File: src/rtl/sat_counter_bank.sv
// Bank of independent bounded counters (0..MAX) with up/down, saturate/wrap,
// parallel load, overflow/underflow pulses and illegal-state self-recovery.
module sat_counter_bank #(
    parameter int WIDTH    = 3,
    parameter int MAX      = 5,
    parameter int CHANNELS = 4
) (
    input  logic                      clk,
    input  logic                      rst,
    input  logic [CHANNELS-1:0]       ctr_rst,
    input  logic [CHANNELS-1:0]       en,
    input  logic [CHANNELS-1:0]       dir,
    input  logic                      wrap_mode,
    input  logic [CHANNELS-1:0]       load,
    input  logic [CHANNELS*WIDTH-1:0] load_val,
    output logic [CHANNELS*WIDTH-1:0] out,
    output logic [CHANNELS-1:0]       at_max,
    output logic [CHANNELS-1:0]       at_min,
    output logic [CHANNELS-1:0]       ovf,
    output logic [CHANNELS-1:0]       unf,
    output logic [CHANNELS-1:0]       err,
    output logic                      any_err
);

    localparam logic [WIDTH-1:0] MAX_W = WIDTH'(MAX);

    for (genvar i = 0; i < CHANNELS; i++) begin : g_ch
        logic [WIDTH-1:0] cnt;
        logic             ovf_q;
        logic             unf_q;
        logic [WIDTH-1:0] lv;

        assign lv = load_val[i*WIDTH +: WIDTH];

        // Bounds are compared explicitly so nothing relies on a carry out of WIDTH.
        always_ff @(posedge clk or negedge rst) begin
            if (!rst) begin
                cnt   <= '0;
                ovf_q <= 1'b0;
                unf_q <= 1'b0;
            end else begin
                ovf_q <= 1'b0;
                unf_q <= 1'b0;
                if (cnt > MAX_W) begin
                    cnt <= '0;
                end else if (ctr_rst[i]) begin
                    cnt <= '0;
                end else if (load[i]) begin
                    cnt <= (lv > MAX_W) ? MAX_W : lv;
                end else if (en[i] && dir[i]) begin
                    if (cnt == MAX_W) begin
                        cnt   <= wrap_mode ? '0 : MAX_W;
                        ovf_q <= 1'b1;
                    end else begin
                        cnt <= cnt + 1'b1;
                    end
                end else if (en[i]) begin
                    if (cnt == '0) begin
                        cnt   <= wrap_mode ? MAX_W : '0;
                        unf_q <= 1'b1;
                    end else begin
                        cnt <= cnt - 1'b1;
                    end
                end
            end
        end

        assign out[i*WIDTH +: WIDTH] = cnt;
        assign at_max[i]             = (cnt == MAX_W);
        assign at_min[i]             = (cnt == '0);
        assign err[i]                = (cnt > MAX_W);
        assign ovf[i]                = ovf_q;
        assign unf[i]                = unf_q;
    end

    assign any_err = |err;

endmodule

File: config.mk
export PLATFORM = sky130hd
export DESIGN_NAME = sat_counter_bank
export DESIGN_NICKNAME = d
export VERILOG_FILES = /design/src/rtl/sat_counter_bank.sv
export SDC_FILE = /design/constraint.sdc
export NUM_CORES = 1
export LEC_CHECK = 0
export ABC_AREA = 0
export BUFFER_PORTS_ARGS = -buffer_cell sky130_fd_sc_hd__buf_2
export CORE_ASPECT_RATIO = 1.25
export CORE_UTILIZATION = 29
export CTS_BUF_LIST = sky130_fd_sc_hd__clkbuf_4 sky130_fd_sc_hd__clkbuf_8
export CTS_CLUSTER_SIZE = 24
export DETAILED_ROUTE_END_ITERATION = 10
export GPL_TIMING_DRIVEN = 1
export HOLD_SLACK_MARGIN = 0.1
export PLACE_DENSITY_LB_ADDON = 0.1
export SYNTH_ARGS = -nofsm -noshare
export SYNTH_HDL_FRONTEND = slang
export SYNTH_SLANG_ARGS = --single-unit
export TNS_END_PERCENT = 20
File: constraint.sdc
create_clock -name clk -period 1.78 [get_ports clk]
set_input_delay 0.089 -clock clk [delete_from_list [all_inputs] [get_ports clk]]
set_output_delay 0.089 -clock clk [all_outputs]
set_load 0.02 [all_outputs]
==> flow_metrics.py, run 1 <==
metrics = {
    "finish": {
        "ff_latch_area_sq_um": 508,
        "antenna_cells": 0,
        "area_growth_pct": 22.8,
        "nFillCells": 570,
        "layout-drive-gt1-share": 0.360,
        "nets": 280,
        "final_cell_area_sq_mm": 0.00196,
        "layout_common_cells": "63 x buf_2, 17 x nor2_1, 16 x a21oi_1",
        "final_common_cell": "buf_2",
        "multiInputGateArea_sq_um": 877,
    },
    "timing": {
        "tns_ns": 0,
        "worstMarginPinSlew_ns": 0.485,
        "rsz0062_at_grt": "false",
        "fin_crit_ns": 1.72,
        "setup_violations": 0,
        "fin_skew_ns": 0.000775,
        "max_clock_freq_ghz": 0.581,
        "worst_slack_ns": 0.0581,
        "final-hold-violation-count": 0,
        "slew_viol_final": 0,
        "min_period_over_period": 0.967,
        "slew-limit-headroom": 0.677,
        "fin_hold_ws_ns": 0.103,
    },
    "floorplan": {
        "core.rowCount": 29,
        "start_util": 0.307,
        "die_area_sq_mm": 0.00579,
        "io_pins": 64,
        "dieWidth_um": 68.3,
        "core-area_sq_mm": 0.00519,
        "die_h_um": 84.9,
    },
    "synthesis": {
        "synthesis.area_sq_mm": 0.00159,
        "synth.net_count": 226,
        "synth.distinct_cells": 54,
        "syn_inst": 195,
        "synth_compound_area_frac": 0.239,
        "synth_xor_area_frac": 0.0220,
        "synth-seq-cells": 20,
        "async_flop_share": 1.00,
        "avgSynthCellArea_sq_um": 8.17,
        "yosys_warnings": 0,
        "synth-simple-area-share": 0.290,
        "synth_top_family_by_area": "simple AND/OR/NAND/NOR gates",
        "synth.area.mux_share": 0,
        "synth_edf_count": 0,
        "yosys.area_share.adder": 0,
        "synth_ff_type": "dfrtp_1",
        "ys_seq_area_frac": 0.314,
    },
    "setup_path": {
        "cp-end-kind": "output port",
        "cp_data_arrival_time_ns": 1.63,
        "slowest_delay_ns": 0.53,
        "ff2ff_setup_slack_ns": 0.18,
        "worstSetupStartpointType": "flop",
        "r2r-start": "g_ch[3].cnt[0]",
        "crit_required_ns": 1.69,
        "r2r_cells": 4,
        "worstSetupEndpoint": "any_err",
        "path_cells": "and2_1 -> or4_1 -> buf_2",
        "crit_fanout": 7,
        "r2r-end": "g_ch[3].cnt[2]",
        "critPathSlowestCell": "or4_1",
        "cp-startpoint": "g_ch[2].cnt[2]",
        "critPathKind": "flop to output port",
    },
    "drt": {
        "drt_iter0_drc": 58,
        "wirelength_um": 4140,
        "wire_per_inst_um": 13.4,
        "vias_per_cell": 5.16,
        "antenna_left": 0,
        "vias": 1594,
        "drt_first_pass_iters": 4,
        "route.detailed.drc": 0,
    },
    "worst_hold_path": {
        "hold_path_class": "input port to flop",
    },
    "global_routing": {
        "grt_antenna_before_repair": 0,
        "grt_busiest_layer": "met2",
        "grt_pass1_vias": 1523,
        "use_met1": 0.194,
        "grt_pass1_wl_um": 6870,
        "grt_use_met3": 0.0215,
        "use_met2": 0.251,
        "grt.overflow.total": 0,
        "grt_max_degree": 21,
        "gr-usage-all-layers": 0.150,
    },
    "power_and_ir_drop": {
        "power_density_mw_per_mm2": 605,
        "leakagePower_nw": 0.947,
        "irDropWorstVdd_mv": 0.235,
    },
    "clock_network": {
        "cts_root_buf": "clkbuf_8",
        "cts_tree": "built",
        "clockBufferDepth": 2,
        "htreeDepth": 1,
        "clk_latency_ns": 0.25,
        "clk_pin_slew_ns": 0.07,
        "cts_made_buffers": 3,
        "clock-sinks": 20,
    },
    "placed_design": {
        "gp_congestion": 0.827,
        "place_area_sq_mm": 0.00184,
        "pre_cts_ws_ns": 0.177,
        "numPortBuffers": 63,
        "hpwlAfterDp_um": 3110,
    },
    "run_status": {
        "status": "finished, final reports clean",
    },
    "job": {
        "cap_violations": 0,
    },
}
==> through the flow <==
stage	total power [W]	instances	util
after floorplan	0.000762	195	-
after global placement	0.000882	298	0.355
after detailed placement	0.000881	298	0.355
after CTS	0.00119	303	0.367
after global routing	0.00126	309	0.377
final	0.00118	309	0.377
==> synthesized netlist by cell type (2+ instances only) <==
library cell	n	area, sq um
nand3_1	7	35.0
inv_1	13	48.8
buf_2	5	25.0
buf_4	9	67.6
or4_1	3	22.5
a21oi_1	16	80.1
nor3_1	3	15.0
dfrtp_1	20	500
o311ai_0	2	17.5
nand4b_1	2	17.5
buf_6	3	33.8
nor3b_1	2	15.0
o21a_1	2	15.0
o21ai_0	4	20.0
o41ai_1	4	35.0
o211ai_1	3	22.5
and3_1	3	18.8
nand2b_1	2	12.5
a2111oi_0	2	17.5
nand2_1	14	52.6
nor4_1	3	18.8
and2_1	2	12.5
or4b_1	2	20.0
nor2_1	17	63.8
xnor2_1	3	26.3
a21boi_0	3	22.5
a211oi_1	3	22.5
clkbuf_1	7	26.3
or3b_2	2	17.5
nand3b_1	10	75.1
==> flip-flops by register name (all words and copies together), names as in the netlist <==
name,count
g_ch.ovf_q,4
g_ch.unf_q,4
g_ch.cnt,12
==> cells by family (layout without fill, tap and decap cells) <==
family	count (synthesis)	count (layout)
AO/OA/AOI/OAI	53	53
XOR/XNOR	4	4
buffers and inverters	38	90
flip-flops	20	20
AND/OR/NAND/NOR	80	80
==> where the power goes <==
part | switching [W] | internal (W)
Clock | 0.000143 | 0.000150
Sequential | 0.0000473 | 0.000477
Combinational | 0.000209 | 0.000157
Total | 0.000399 | 0.000785
==> worst min path at each step <==
stage                endpoint         start  cells past startpoint  slack, ns
6_report       g_ch[3].cnt[2]  load_val[11]                      3       0.10
3_5_place_dp    g_ch[0].unf_q           rst                      1       0.09
5_1_grt        g_ch[3].cnt[2]  load_val[11]                      3       0.10
2_1_floorplan  g_ch[0].cnt[0]           rst                      0      -0.21
3_3_place_gp    g_ch[2].ovf_q           rst                      1       0.08
4_1_cts        g_ch[3].cnt[2]  load_val[11]                      3       0.10
==> timing repair <==
action | 4_1_cts | 5_1_grt
gates resized for setup | 2 | 4
setup buffers | 0 | 6
endpoints found under the hold margin | 22 | 0
hold buffers | 2 | 0
gates cloned | 0 | 0
setup endpoints to repair | 1 | 1
==> worst max-delay path, delay by kind of cell (launching register included) <==
family / cells / cell delay (ns)
buffers and inverters: 1 / 0.18
flip-flops: 1 / 0.45
AND/OR/NAND/NOR: 2 / 0.74
==> layer usage <==
metal	share of wire	routed length, um
met4	0.010	42
met1	0.47	1920
met3	0.052	214
met2	0.47	1960
met5	0	0
==> cell type report <==
| type | count | area share |
|---|---|---|
| inverter | 13 | 0.0250 |
| sequential | 20 | 0.260 |
| tap | 62 | 0.0397 |
| clock buffer | 3 | 0.0211 |
| multi-input combinational | 137 | 0.448 |
| timing repair buffer | 74 | 0.206 |
Power figures use the tool's default switching activity.
==> inputs of run 2 (changes only) <==
BUFFER_PORTS_ARGS = -buffer_cell sky130_fd_sc_hd__buf_4   (was -buffer_cell sky130_fd_sc_hd__buf_2)
==> flow_metrics.py, run 2 (synthesized netlist as in run 1, its figures left out) <==
metrics = {
    "power_and_ir_drop": {
        "power_density_mw_per_mm2": 640,
        "p_comb_frac": 0.305,
        "leakagePower_nw": 1.02,
        "p_sw_frac": 0.298,
        "switching_power_w": 0.000418,
        "irDropWorstVdd_mv": 0.278,
        "p_clk_frac": 0.324,
        "finalPower_w": 0.00140,
        "p_int_w": 0.000986,
        "sequentialPowerShare": 0.371,
    },
    "clock_network": {
        "clock-sinks": 20,
        "htreeDepth": 1,
        "clk_pin_slew_ns": 0.08,
        "clockBufferDepth": 2,
        "cts_tree": "built",
        "cts_root_buf": "clkbuf_8",
        "clk_latency_ns": 0.26,
        "cts_made_buffers": 3,
    },
    "setup_path": {
        "crit_required_ns": 1.69,
        "cp_data_arrival_time_ns": 1.63,
        "crit_fanout": 6,
        "cp-end-kind": "output port",
        "critPathKind": "flop to output port",
        "worstSetupStartpointType": "flop",
    },
    "floorplan": {
        "core.rowCount": 29,
        "core-area_sq_mm": 0.00519,
        "die_h_um": 84.9,
        "dieWidth_um": 68.3,
        "die_area_sq_mm": 0.00579,
        "start_util": 0.307,
        "io_pins": 64,
    },
    "job": {
        "cap_violations": 0,
    },
    "placed_design": {
        "numPortBuffers": 63,
        "pre_cts_ws_ns": 0.203,
        "place_area_sq_mm": 0.00201,
        "gp_congestion": 0.816,
        "hpwlAfterDp_um": 3300,
    },
    "finish": {
        "ff_latch_area_sq_um": 505,
        "multiInputGateArea_sq_um": 877,
        "layout-drive-gt1-share": 0.354,
        "nFillCells": 541,
        "nets": 286,
        "final_common_cell": "buf_4",
        "layout_common_cells": "74 x buf_4, 17 x nor2_1, 16 x a21oi_1, 16 x dfrtp_1, 14 x nand2_1",
        "regMostFlops": "g_ch.cnt",
        "antenna_cells": 0,
        "largest_reg_flops": 12,
        "largestRegisters": "g_ch.cnt: 12 flops, g_ch.ovf_q: 4 flops, g_ch.unf_q: 4 flops",
        "final_cell_area_sq_mm": 0.00220,
        "area_growth_pct": 37.9,
    },
    "global_routing": {
        "gr-usage-all-layers": 0.156,
        "grt_antenna_before_repair": 0,
        "grt.overflow.total": 0,
        "grt_max_degree": 21,
        "grt_pass1_vias": 1537,
        "grt_pass1_wl_um": 7010,
    },
    "drt": {
        "wirelength_um": 4360,
        "wire_per_inst_um": 13.8,
        "antenna_left": 0,
        "vias": 1644,
        "drt_iter0_drc": 38,
        "drt_first_pass_iters": 4,
        "route.detailed.drc": 0,
        "vias_per_cell": 5.20,
    },
    "timing": {
        "final-hold-violation-count": 0,
        "tns_ns": 0,
        "min_period_over_period": 0.963,
        "fin_skew_ns": 0.00307,
        "slew-limit-headroom": 0.732,
        "rsz0062_at_grt": "false",
        "slew_viol_final": 0,
        "worstMarginPinSlew_ns": 0.392,
        "worst_slack_ns": 0.0658,
        "fin_crit_ns": 1.71,
        "fin_hold_ws_ns": 0.101,
        "max_clock_freq_ghz": 0.583,
        "setup_violations": 0,
    },
    "run_status": {
        "status": "finished, final reports clean",
    },
    "worst_hold_path": {
        "hold_path_class": "input port to flop",
    },
}
run 2: changes by cell type in the layout (fill, tap and decap cells not counted), sizes merged:
cell,delta
buf,+2
bufinv,+1
dlygate4sd3,+4
run 2: routing by layer:
layer | vias up | routed length [um] | track usage | part of all wire
met4 | 0 | 46 | 0.0436 | 0.011
met3 | 4 | 212 | 0.0215 | 0.049
met1 | 766 | 1930 | 0.199 | 0.44
met2 | 47 | 2180 | 0.266 | 0.50
met5 | - | 0 | 0 | 0
li1 | 827 | - | - | -
run 2: worst paths after layout:
path                           startpoint             end  slack (ns)  depth (start not counted)
hold reg to reg            g_ch[3].cnt[1]  g_ch[3].cnt[1]        0.63                          2
max in group asynchronous             rst  g_ch[2].cnt[1]        1.30                          2
setup / recovery           g_ch[2].cnt[2]         any_err        0.07                          3
min in group asynchronous             rst   g_ch[2].unf_q        0.25                          2
setup reg to reg           g_ch[2].cnt[2]  g_ch[2].cnt[2]        0.15                          6
hold / removal                load_val[4]  g_ch[1].cnt[1]        0.10                          3
run 2: worst max-delay path, cell delays in order (launching register included):
cell and delay [ns]:
dfrtp_2 0.44, and2_1 0.21, or4_1 0.54, buf_4 0.18
run 2: what timing repair did:
item | 4_1_cts | 5_1_grt
hold endpoints to repair | 26 | 0
resized for setup | 3 | 1
endpoints found under the setup margin | 1 | 1
hold buffers | 6 | 0
buffers inserted | 0 | 6
run 2: cell type report:
class / count / share of cell area
inverters: 13 / 0.0222
clock buffers: 3 / 0.0188
multi-input cells: 137 / 0.399
repair buffers: 80 / 0.280
well taps: 62 / 0.0353
clock inverters: 1 / 0.0137
flip-flops and latches: 20 / 0.230
run 2: metrics by stage:
step                std cells   util
floorplan                 195      -
global placement          300  0.388
detailed placement        300  0.388
CTS                       310  0.414
global route              316  0.423
finish                    316  0.423
run 2: power by group through the flow:
stage / registers (W) / clock network [W] / logic, W
finish: 0.000521 / 0.000456 / 0.000428
CTS: 0.000528 / 0.000474 / 0.000408
global placement: 0.000536 / 0 / 0.000399
detailed placement: 0.000536 / 0 / 0.000396
floorplan: 0.000527 / 0 / 0.000235
global route: 0.000526 / 0.000492 / 0.000472
==> inputs of run 3 (changes only) <==
BUFFER_PORTS_ARGS = unset   (was -buffer_cell sky130_fd_sc_hd__buf_4)
DONT_BUFFER_PORTS = 1   (was unset)
==> flow_metrics.py, run 3 (synthesized netlist as in run 1, its figures left out) <==
metrics = {
    "run_status": {
        "status": "finished, final reports clean",
    },
    "floorplan": {
        "io_pins": 64,
        "dieWidth_um": 68.3,
        "die_area_sq_mm": 0.00579,
        "die_h_um": 84.9,
        "core-area_sq_mm": 0.00519,
        "start_util": 0.307,
        "core.rowCount": 29,
    },
    "drt": {
        "drt_first_pass_iters": 4,
        "drt_iter0_drc": 33,
        "vias": 1555,
        "wire_per_inst_um": 15.3,
        "antenna_left": 0,
        "route.detailed.drc": 0,
        "vias_per_cell": 5.40,
        "wirelength_um": 4420,
    },
    "global_routing": {
        "grt_antenna_before_repair": 0,
        "grt_pass1_wl_um": 6940,
        "grt_pass1_vias": 1558,
        "gr-usage-all-layers": 0.155,
        "grt_max_degree": 21,
        "grt.overflow.total": 0,
    },
    "finish": {
        "nets": 258,
        "nFillCells": 537,
        "largestRegisters": "g_ch.cnt: 12 flops, g_ch.ovf_q: 4 flops, g_ch.unf_q: 4 flops",
        "final_cell_area_sq_mm": 0.00203,
        "area_growth_pct": 27.7,
        "layout-drive-gt1-share": 0.155,
        "final_common_cell": "dlygate4sd3_1",
        "multiInputGateArea_sq_um": 885,
        "layout_common_cells": "31 x dlygate4sd3_1, 21 x buf_4, 20 x dfrtp_1",
        "largest_reg_flops": 12,
        "antenna_cells": 0,
        "regMostFlops": "g_ch.cnt",
        "ff_latch_area_sq_um": 500,
    },
    "clock_network": {
        "htreeDepth": 1,
        "clk_pin_slew_ns": 0.08,
        "clockBufferDepth": 2,
        "clk_latency_ns": 0.25,
        "cts_tree": "built",
        "cts_root_buf": "clkbuf_8",
        "clock-sinks": 20,
        "cts_made_buffers": 3,
    },
    "timing": {
        "min_period_over_period": 0.947,
        "rsz0062_at_grt": "false",
        "worstMarginPinSlew_ns": 0.946,
        "fin_crit_ns": 1.69,
        "slew-limit-headroom": 0.367,
        "final-hold-violation-count": 0,
        "fin_skew_ns": 0.00385,
        "slew_viol_final": 0,
        "max_clock_freq_ghz": 0.593,
        "setup_violations": 0,
        "tns_ns": 0,
    },
    "placed_design": {
        "numPortBuffers": 0,
        "place_area_sq_mm": 0.00166,
        "gp_congestion": 0.812,
        "hpwlAfterDp_um": 3150,
    },
    "setup_path": {
        "critical_path_buf_inv_count": 2,
        "critPathSlowestCell": "dlygate4sd3_1",
        "critPathKind": "flop to flop",
        "cp_top_family": "buffers and inverters",
        "crit_fanout": 7,
        "worstSetupStartpointType": "flop",
        "ff2ff_setup_slack_ns": 0.09,
        "cp-end-kind": "flop",
        "slowest_delay_ns": 0.58,
        "crit_required_ns": 1.98,
        "path_cells": "buf_4 -> a21oi_2 -> nand4b_1 -> dlygate4sd3_1 -> nand2_1",
        "cp_data_arrival_time_ns": 1.88,
    },
    "power_and_ir_drop": {
        "power_density_mw_per_mm2": 608,
        "irDropWorstVdd_mv": 0.278,
        "leakagePower_nw": 0.845,
    },
    "job": {
        "cap_violations": 0,
    },
    "worst_hold_path": {
        "hold_path_class": "input port to flop",
    },
}
-- run 3: cell count changes in the layout (fill, tap and decap cells not counted), sizes merged --
cell	previous run	this run
bufinv	1	0
buf	74	21
dlygate4sd3	6	31
clkbuf	3	4
-- run 3: what timing repair did --
| item | 4_1_cts | 5_1_grt |
|---|---|---|
| setup endpoints to repair | 0 | 2 |
| buffers inserted | 0 | 0 |
| hold buffers | 31 | 0 |
| endpoints found under the hold margin | 40 | 0 |
| resized for setup | 0 | 2 |
-- run 3: area by class of cell --
class / count / share of cell area
inverter: 13 / 0.0240
clock buffer: 4 / 0.0271
sequential: 20 / 0.246
multi-input combinational: 137 / 0.435
tap: 62 / 0.0381
timing repair buffer: 52 / 0.230
-- run 3: path summary, 6_finish.rpt --
path | cells past startpoint | end | start
worst max register to register | 5 | g_ch[1].cnt[1] | g_ch[1].cnt[1]
worst min register to register | 1 | g_ch[1].unf_q | g_ch[1].cnt[2]
max in group asynchronous | 1 | g_ch[3].ovf_q | rst
worst max-delay path | 5 | g_ch[1].cnt[1] | g_ch[1].cnt[1]
min in group asynchronous | 1 | g_ch[2].unf_q | rst
worst min-delay path | 4 | g_ch[2].cnt[1] | load_val[7]
-- run 3: per-stage QoR --
| step | setup WS, ns | utilization | instances | hold WS [ns] | total power [W] |
|---|---|---|---|---|---|
| floorplan | 0.0340 | - | 195 | -0.207 | 0.000762 |
| global placement | 0.251 | 0.320 | 253 | -0.206 | 0.000822 |
| detailed placement | 0.244 | 0.320 | 253 | -0.206 | 0.000824 |
| CTS | 0.0273 | 0.391 | 288 | 0.101 | 0.00125 |
| global route | 0.00808 | 0.392 | 288 | 0.114 | 0.00131 |
| finish | 0.0948 | 0.392 | 288 | 0.101 | 0.00124 |
-- run 3: where the power goes --
part	total [W]	switching, W	internal (W)
Combinational	0.000370	0.000192	0.000179
Sequential	0.000518	0.0000424	0.000476
Clock	0.000348	0.000151	0.000197
Total	0.00124	0.000385	0.000851
-- run 3: routing by layer --
layer	GRT usage	part of all wire
met1	0.169	0.42
met2	0.282	0.51
met3	0.0403	0.062
met4	0.0455	0.0054
met5	0	0
-- run 3: worst reg2reg max path: cells and delay by family, from the launching register on --
family,cells,cell delay [ns]
compound gates,1,0.20
buf+inv,2,0.79
flops,1,0.44
simple gates,2,0.20
